### config.mk
export PLATFORM = sky130hd
export DESIGN_NAME = debug_dump_ctrl
export DESIGN_NICKNAME = d
export VERILOG_FILES = /design/src/rtl/dbg_pkg.sv /design/src/rtl/debug_dump_ctrl.sv
export SDC_FILE = /design/constraint.sdc
export NUM_CORES = 1
export LEC_CHECK = 0
export ABC_AREA = 1
export CAP_MARGIN = 25
export CORE_UTILIZATION = 39
export CTS_CLUSTER_DIAMETER = 100
export CTS_CLUSTER_SIZE = 28
export DETAILED_ROUTE_END_ITERATION = 8
export PLACE_DENSITY = 0.85
export SLEW_MARGIN = 40
export SYNTH_ARGS = -nofsm -noshare
export SYNTH_HDL_FRONTEND = slang
export SYNTH_SLANG_ARGS = --single-unit
### constraint.sdc
create_clock -name clock -period 2.9 [get_ports clock]
set_input_delay 0.58 -clock clock [delete_from_list [all_inputs] [get_ports clock]]
set_output_delay 0.58 -clock clock [all_outputs]
set_load 0.03 [all_outputs]
### src/rtl/dbg_pkg.sv
// Shared types for the debug dump controller: FSM states and halt reasons.
package dbg_pkg;

    typedef enum logic [1:0] {
        ST_IDLE = 2'd0,
        ST_RUN  = 2'd1,
        ST_DUMP = 2'd2,
        ST_DONE = 2'd3
    } dbg_state_e;

    typedef enum logic [1:0] {
        HALT_NONE   = 2'd0,
        HALT_LIMIT  = 2'd1,
        HALT_EXCEPT = 2'd2,
        HALT_ABORT  = 2'd3
    } halt_cause_e;

endpackage

### src/rtl/debug_dump_ctrl.sv
// Runs the core for a bounded number of cycles, then streams every
// architectural register out over a valid/ready dump channel.
module debug_dump_ctrl
    import dbg_pkg::*;
#(
    parameter int XLEN  = 64,
    parameter int NREGS = 32,
    parameter int CYC_W = 32
) (
    input  logic                     clock,
    input  logic                     reset,
    input  logic                     start,
    input  logic                     abort,
    input  logic [CYC_W-1:0]         cycle_limit,
    input  logic                     except,
    output logic                     core_run,
    output logic [$clog2(NREGS)-1:0] reg_idx,
    input  logic [XLEN-1:0]          reg_data,
    output logic                     dump_valid,
    input  logic                     dump_ready,
    output logic [$clog2(NREGS)-1:0] dump_idx,
    output logic [XLEN-1:0]          dump_data,
    output logic                     dump_last,
    output logic                     done,
    output logic [1:0]               halt_cause,
    output logic [CYC_W-1:0]         cycles
);

    localparam int IDX_W = $clog2(NREGS);
    localparam logic [IDX_W-1:0] LAST_IDX = IDX_W'(NREGS - 1);

    dbg_state_e        state_q, state_d;
    halt_cause_e       cause_q, cause_d;
    logic [CYC_W-1:0]  limit_q, limit_d;
    logic [CYC_W-1:0]  cycles_q, cycles_d;
    logic [IDX_W-1:0]  idx_q, idx_d;
    logic              lastBeat;

    assign lastBeat   = (idx_q == LAST_IDX);
    assign halt_cause = cause_q;
    assign cycles     = cycles_q;

    always_ff @(posedge clock) begin
        if (reset) begin
            state_q  <= ST_IDLE;
            cause_q  <= HALT_NONE;
            limit_q  <= '0;
            cycles_q <= '0;
            idx_q    <= '0;
        end else begin
            state_q  <= state_d;
            cause_q  <= cause_d;
            limit_q  <= limit_d;
            cycles_q <= cycles_d;
            idx_q    <= idx_d;
        end
    end

    always_comb begin
        state_d    = state_q;
        cause_d    = cause_q;
        limit_d    = limit_q;
        cycles_d   = cycles_q;
        idx_d      = idx_q;
        core_run   = 1'b0;
        dump_valid = 1'b0;
        dump_last  = 1'b0;
        dump_idx   = '0;
        dump_data  = '0;
        reg_idx    = '0;
        done       = 1'b0;

        unique case (state_q)
            ST_IDLE, ST_DONE: begin
                done = (state_q == ST_DONE);
                if (start) begin
                    limit_d  = cycle_limit;
                    cycles_d = '0;
                    cause_d  = HALT_NONE;
                    idx_d    = '0;
                    // A zero budget never lets the core step; go straight to the dump.
                    if (cycle_limit == '0) begin
                        cause_d = HALT_LIMIT;
                        state_d = ST_DUMP;
                    end else begin
                        state_d = ST_RUN;
                    end
                end
            end

            ST_RUN: begin
                core_run = 1'b1;
                cycles_d = cycles_q + CYC_W'(1);
                idx_d    = '0;
                if (except) begin
                    cause_d = HALT_EXCEPT;
                    state_d = ST_DUMP;
                end else if (abort) begin
                    cause_d = HALT_ABORT;
                    state_d = ST_DUMP;
                end else if (cycles_d == limit_q) begin
                    cause_d = HALT_LIMIT;
                    state_d = ST_DUMP;
                end
            end

            ST_DUMP: begin
                dump_valid = 1'b1;
                reg_idx    = idx_q;
                dump_idx   = idx_q;
                dump_data  = reg_data;
                dump_last  = lastBeat;
                if (dump_ready) begin
                    if (lastBeat) begin
                        state_d = ST_DONE;
                    end else begin
                        idx_d = idx_q + IDX_W'(1);
                    end
                end
            end

            default: begin
                state_d = ST_IDLE;
            end
        endcase
    end

endmodule

# --- Word-level counts from Yosys, hierarchy flattened ---
# Index checks and enable logic that the tools add are counted.
totals:
  ff_bits: 73
  out_inout_bits: 112
classes:
  addsub: 2
  n_eq_ne: 10
  n_mux: 26
  reduce_logical: 9
op_table:
  columns: ["operator", "count"]
  rows:
  - ["64-bit two-way mux", 1]
  - ["32-bit one-hot mux with 2 select lines", 1]
  - ["32-bit by 1-bit adder with 32-bit output, second input constant", 1]
  - ["32-bit == test", 1]
  - ["32-bit zero test", 1]
  - ["32-bit two-way mux", 1]
  - ["2-bit two-way mux", 11]
  - ["5-bit two-way mux", 4]
  - ["5-bit one-hot mux with 3 select lines", 1]
  - ["2-bit != test, second input constant", 4]
  - ["2-bit one-hot mux with 3 select lines", 1]
  - ["3-bit AND reduction", 2]
  - ["5-bit by 1-bit adder with 5-bit output, second input constant", 1]
  - ["5-bit == test, second input constant", 1]
  - ["1-bit two-way mux", 5]
  - ["2-bit == test, second input constant", 2]
  - ["4-bit != test, second input constant", 1]
  - ["2-bit one-hot mux with 2 select lines", 1]
  - ["2-bit AND reduction", 2]
  - ["4-bit AND reduction", 1]
  - ["2-bit by 1-bit == test with 1-bit output, second input constant", 1]
  - ["2-bit zero test", 1]
  - ["2-bit nonzero test", 1]
  - ["2-bit OR reduction", 1]

# --- Depth between registers and ports, before layout ---
# Gate-level depths: netlist of run 1.
logic_depth:
  word_depth: 6
  depth_mapped: 19

# --- Worst setup path after synthesis of run 1 ---
# Ideal clock, no wire load.
synth_timing:
  path_kind: "register to output"
  start: "register state_q[0]"
  end: "output port reg_idx[0]"
  t_arrival_ps: 1832
  path_slack_ps: 488
  stages_incl_launch_ff: 8
  path_cell_list: "dfxtp_1 inv_1 ha_1 clkbuf_1 clkbuf_1 nand2_1 inv_1 buf_4"
synth_via:
  elab_chain_cells: 2
synth_rtl:
  columns: ["item", "line_no", "source"]
  rows:
  - ["start, declared", "debug_dump_ctrl.sv:32", "dbg_state_e state_q, state_d;"]
  - ["start signal, assigned", "debug_dump_ctrl.sv:51", "state_q <= state_d;"]
  - ["2-bit == test", null, null]
  - ["5-bit two-way mux", null, null]
  - ["end, declared", "debug_dump_ctrl.sv:17", "output logic [$clog2(NREGS)-1:0] reg_idx,"]
# No other way between the ends.

# --- Final worst setup path of run 1 ---
layout_timing:
  start: "register state_q[0]"
  end: "output port dump_data[38]"
layout_via:
  elab_chain_cells: 2
layout_rtl:
  columns: ["item", "line_no", "source"]
  rows:
  - ["2-bit == test", "debug_dump_ctrl.sv:73", "unique case (state_q)"]
  - ["64-bit two-way mux", "debug_dump_ctrl.sv:73", null]
  - ["end, declared", "debug_dump_ctrl.sv:22", "output logic [XLEN-1:0] dump_data,"]
# No other way between the ends.

==> results of run 1 <==
-- placed cells by master, fill, tap and decap left out, drive strengths merged --
cell / n
a21oi: 55
buf: 9
nor2: 107
nand3b: 15
nand3: 67
xor2: 3
ha: 6
xnor3: 1
diode: 1
dfxtp: 73
nand2: 308
inv: 136
o211a: 1
clkdlybuf4s50: 212
nand4: 3
o211ai: 1
xnor2: 5
and2: 4
clkbuf: 14
dlymetal6s2s: 1
xor3: 1
or2: 2
nor4: 7
o21ai: 41
o21bai: 1
nor3: 8
-- synth_stat cells (2+ instances only) --
library cell,count,area (um2)
ha_1,6,75.1
nand3_2,2,20.0
o21ai_1,3,15.0
nand2_2,11,68.8
and2_1,4,25.0
a21oi_1,55,275
inv_1,134,503
xnor2_1,4,35.0
clkbuf_1,26,97.6
nor2_1,94,353
nand3_1,65,325
nor2_4,8,90.1
nor3_1,8,40.0
or2_2,2,12.5
xor2_1,3,26.3
nor4_1,7,43.8
nand3b_1,15,113
dfxtp_1,73,1460
o21ai_0,38,190
nor2_2,4,25.0
nand4_1,3,18.8
inv_2,2,7.51
nand2_1,296,1110
buf_4,5,37.5
-- final cells by class --
type                       instances  area share, %
multi-input combinational        636           39.0
timing repair buffer             222           28.9
sequential                        73           19.1
inverter                         136           6.67
clock buffer                      14           3.45
tap                              172           2.81
antenna                            1         0.0327
-- layer usage --
layer | up-vias | GRT usage [%]
li1 | 3111 | -
met3 | 35 | 8.67
met2 | 224 | 48.1
met5 | - | 0
met4 | 0 | 10.2
met1 | 2776 | 31.5
-- registers in the layout, summed over array words and instances (netlist names) --
register	flops
halt_cause	2
cycles	32
idx_q	5
limit_q	32
state_q	2
-- cell families (layout without fill, tap and decap cells) --
| family | after synthesis | count (layout) |
|---|---|---|
| AOI/OAI and AO/OA | 99 | 99 |
| xor gates and xnor gates | 10 | 10 |
| adders and majority gates | 6 | 6 |
| buffers and inverters | 168 | 372 |
| DFF | 73 | 73 |
| other | 0 | 1 |
| and+or+nand+nor | 521 | 521 |
-- per-stage QoR --
stage	setup WS (ps)	hold slack, ps	area, um2	utilization, %	instances
floorplan	488	444	5090	-	877
global placement	317	453	7380	58.3	1239
detailed placement	328	456	7380	58.3	1239
global route	78.6	487	7650	60.4	1253
finish	197	465	7650	60.4	1254
CTS	153	467	7650	60.4	1253
-- how the worst max path moves through the flow --
stage	start	endpoint	slack (ps)	cells after the start
CTS	idx_q[0]	dump_last	150	7
global route	cycles[1]	state_q[0]	80	18
detailed placement	reg_data[39]	dump_data[39]	330	4
finish	state_q[0]	dump_data[38]	200	6
global placement	reg_data[39]	dump_data[39]	320	4
floorplan	state_q[0]	reg_idx[0]	490	7
-- power groups by stage --
stage               combinational, mW  clock (mW)  sequential, mW
detailed placement               2.53           0            1.35
global route                     2.78        1.08            1.36
finish                           2.56        1.04            1.33
floorplan                        1.57           0            1.34
CTS                              2.56        1.04            1.33
global placement                 2.52           0            1.34
-- worst max-delay path, cell delays in order, from the launching register on --
cell	delay, ps
dfxtp_1	330
inv_1	90
ha_2	220
buf_12	230
nand2_1	130
inv_1	80
clkdlybuf4s50_1	690
==> flow_summary.yaml, run 1 <==
die:
  die_y_um: 116
  initial_utilization_pct: 40.2
  die_area_mm2: 0.0135
  io_pins: 214
  core_mm2: 0.0127
  rows: 41
  die_w_um: 116
detailed_routing:
  drt_iter0_drc: 480
  top_layer: "met4"
  postRouteAntennaNets: 0
  vias_per_cell: 4.90
  drc: 0
  drt_wl_total_um: 18500
  met2_length_um: 9120
  wl_per_cell_um: 14.8
  dr.pass1.iters: 5
  wl_met1_um: 7400
  routed-wl-met3_um: 1600
  vias: 6146
sta:
  setup_viol: 0
  finalCriticalPeriod_ps: 2700
  worstMarginPinSlew_ps: 573
  period_share_pct: 93.2
  slew_headroom_pct: 61.7
  hold_viol_final: 0
  max_freq_ghz: 0.370
  skew_ps: 8.81
  grt_setup_unrepaired: "false"
  setup-tns-final_ps: 0
  drv_slew: 0
hold_path:
  whs_endpoint: "halt_cause[0]"
  hp-class: "flip-flop to flip-flop"
  hp-start: "halt_cause[0]"
  hold_path_depth: 2
status:
  status: "complete, no violations"
global_route:
  grt_pass1_vias: 5810
  grt_pass1_wl_um: 28400
  grt_usage_pct: 27.6
  grt_overflow: 0
  grt_start_max_net_pins: 57
  antenna_found_initial: 0
finish:
  nNetsFinal: 1186
  drive_above_1_share_pct: 5.00
  regArea_mm2: 0.00146
  syn2layout_area_growth_pct: 50.2
  final.fill_count: 1167
  multi_input_area_mm2: 0.00298
cts:
  cts-root-buf: "clkbuf_16"
  cts_tree: "done"
  clockBufferDepth: 2
  cts_setup_buffers: 0
  cts.hold.buffers_added: 0
  clk_pin_slew_ps: 50
  cts.sinks: 73
  postCtsResizedCells: 0
  clock_latency_ps: 350
  cts_buffers: 9
  htreeDepth: 3
synth:
  synth_xor_area_share_pct: 2.43
  seq_area_frac_synth_pct: 28.7
  synthesis.nets: 985
  synthCells: 877
  ys_seq_elements: 73
  synth_async_sr_flop_share_pct: 0
  synthSimpleGateAreaFrac_pct: 44.7
  synth_flop_cell: "dfxtp_1"
  synthMuxAreaShare_pct: 0
  synth_compound_area_share_pct: 9.92
  synthAdderAreaFrac_pct: 1.47
  ys_types: 33
  synth_top_family_by_area: "simple AND/OR/NAND/NOR gates"
  avgSynthCellArea_um2: 5.81
  yosysWarningCount: 0
  synth_area_mm2: 0.00509
  synth_edf_count: 0
critical_path:
  worstReg2RegStart: "cycles[1]"
  startpoint_type: "flip-flop"
  cp-end-kind: "primary output"
  worstPathArrival_ps: 2120
  r2r_slack_ps: 360
  reg2reg_to: "state_q[0]"
  setup.worst_path.class: "flip-flop to primary output"
  r2r_cells: 15
  worst-path-max-fanout: 56
  critPathRequiredTime_ps: 2320
pwr:
  p_sw_mw: 2.16
  combPwrFrac_pct: 51.9
  seq_power_share_pct: 27.1
  vdd.ir_drop.worst_mv: 0.573
  finalPower_mw: 4.93
  p_clk_share_pct: 21.0
  intPower_mw: 2.77
  power_density_mw_per_mm2: 644
  swShare_pct: 43.8
  power.leakage_nw: 3.46
place:
  portBuffers: 213
  place.gp.congestion: 0.914
  detailed_place_hpwl_um: 14400
run:
  max_cap_violations: 0
Note: power is estimated with default switching activity, not from simulation.
==> inputs of run 2 (changes only) <==
--- a/config.mk
+++ b/config.mk
@@ -9,7 +9,7 @@
 export CAP_MARGIN = 25
 export CORE_UTILIZATION = 39
 export CTS_CLUSTER_DIAMETER = 100
-export CTS_CLUSTER_SIZE = 28
+export CTS_CLUSTER_SIZE = 8
 export DETAILED_ROUTE_END_ITERATION = 8
 export PLACE_DENSITY = 0.85
 export SLEW_MARGIN = 40
==> results of run 2 <==
The final DEF is identical to that of run 1; final timing and power are the same.
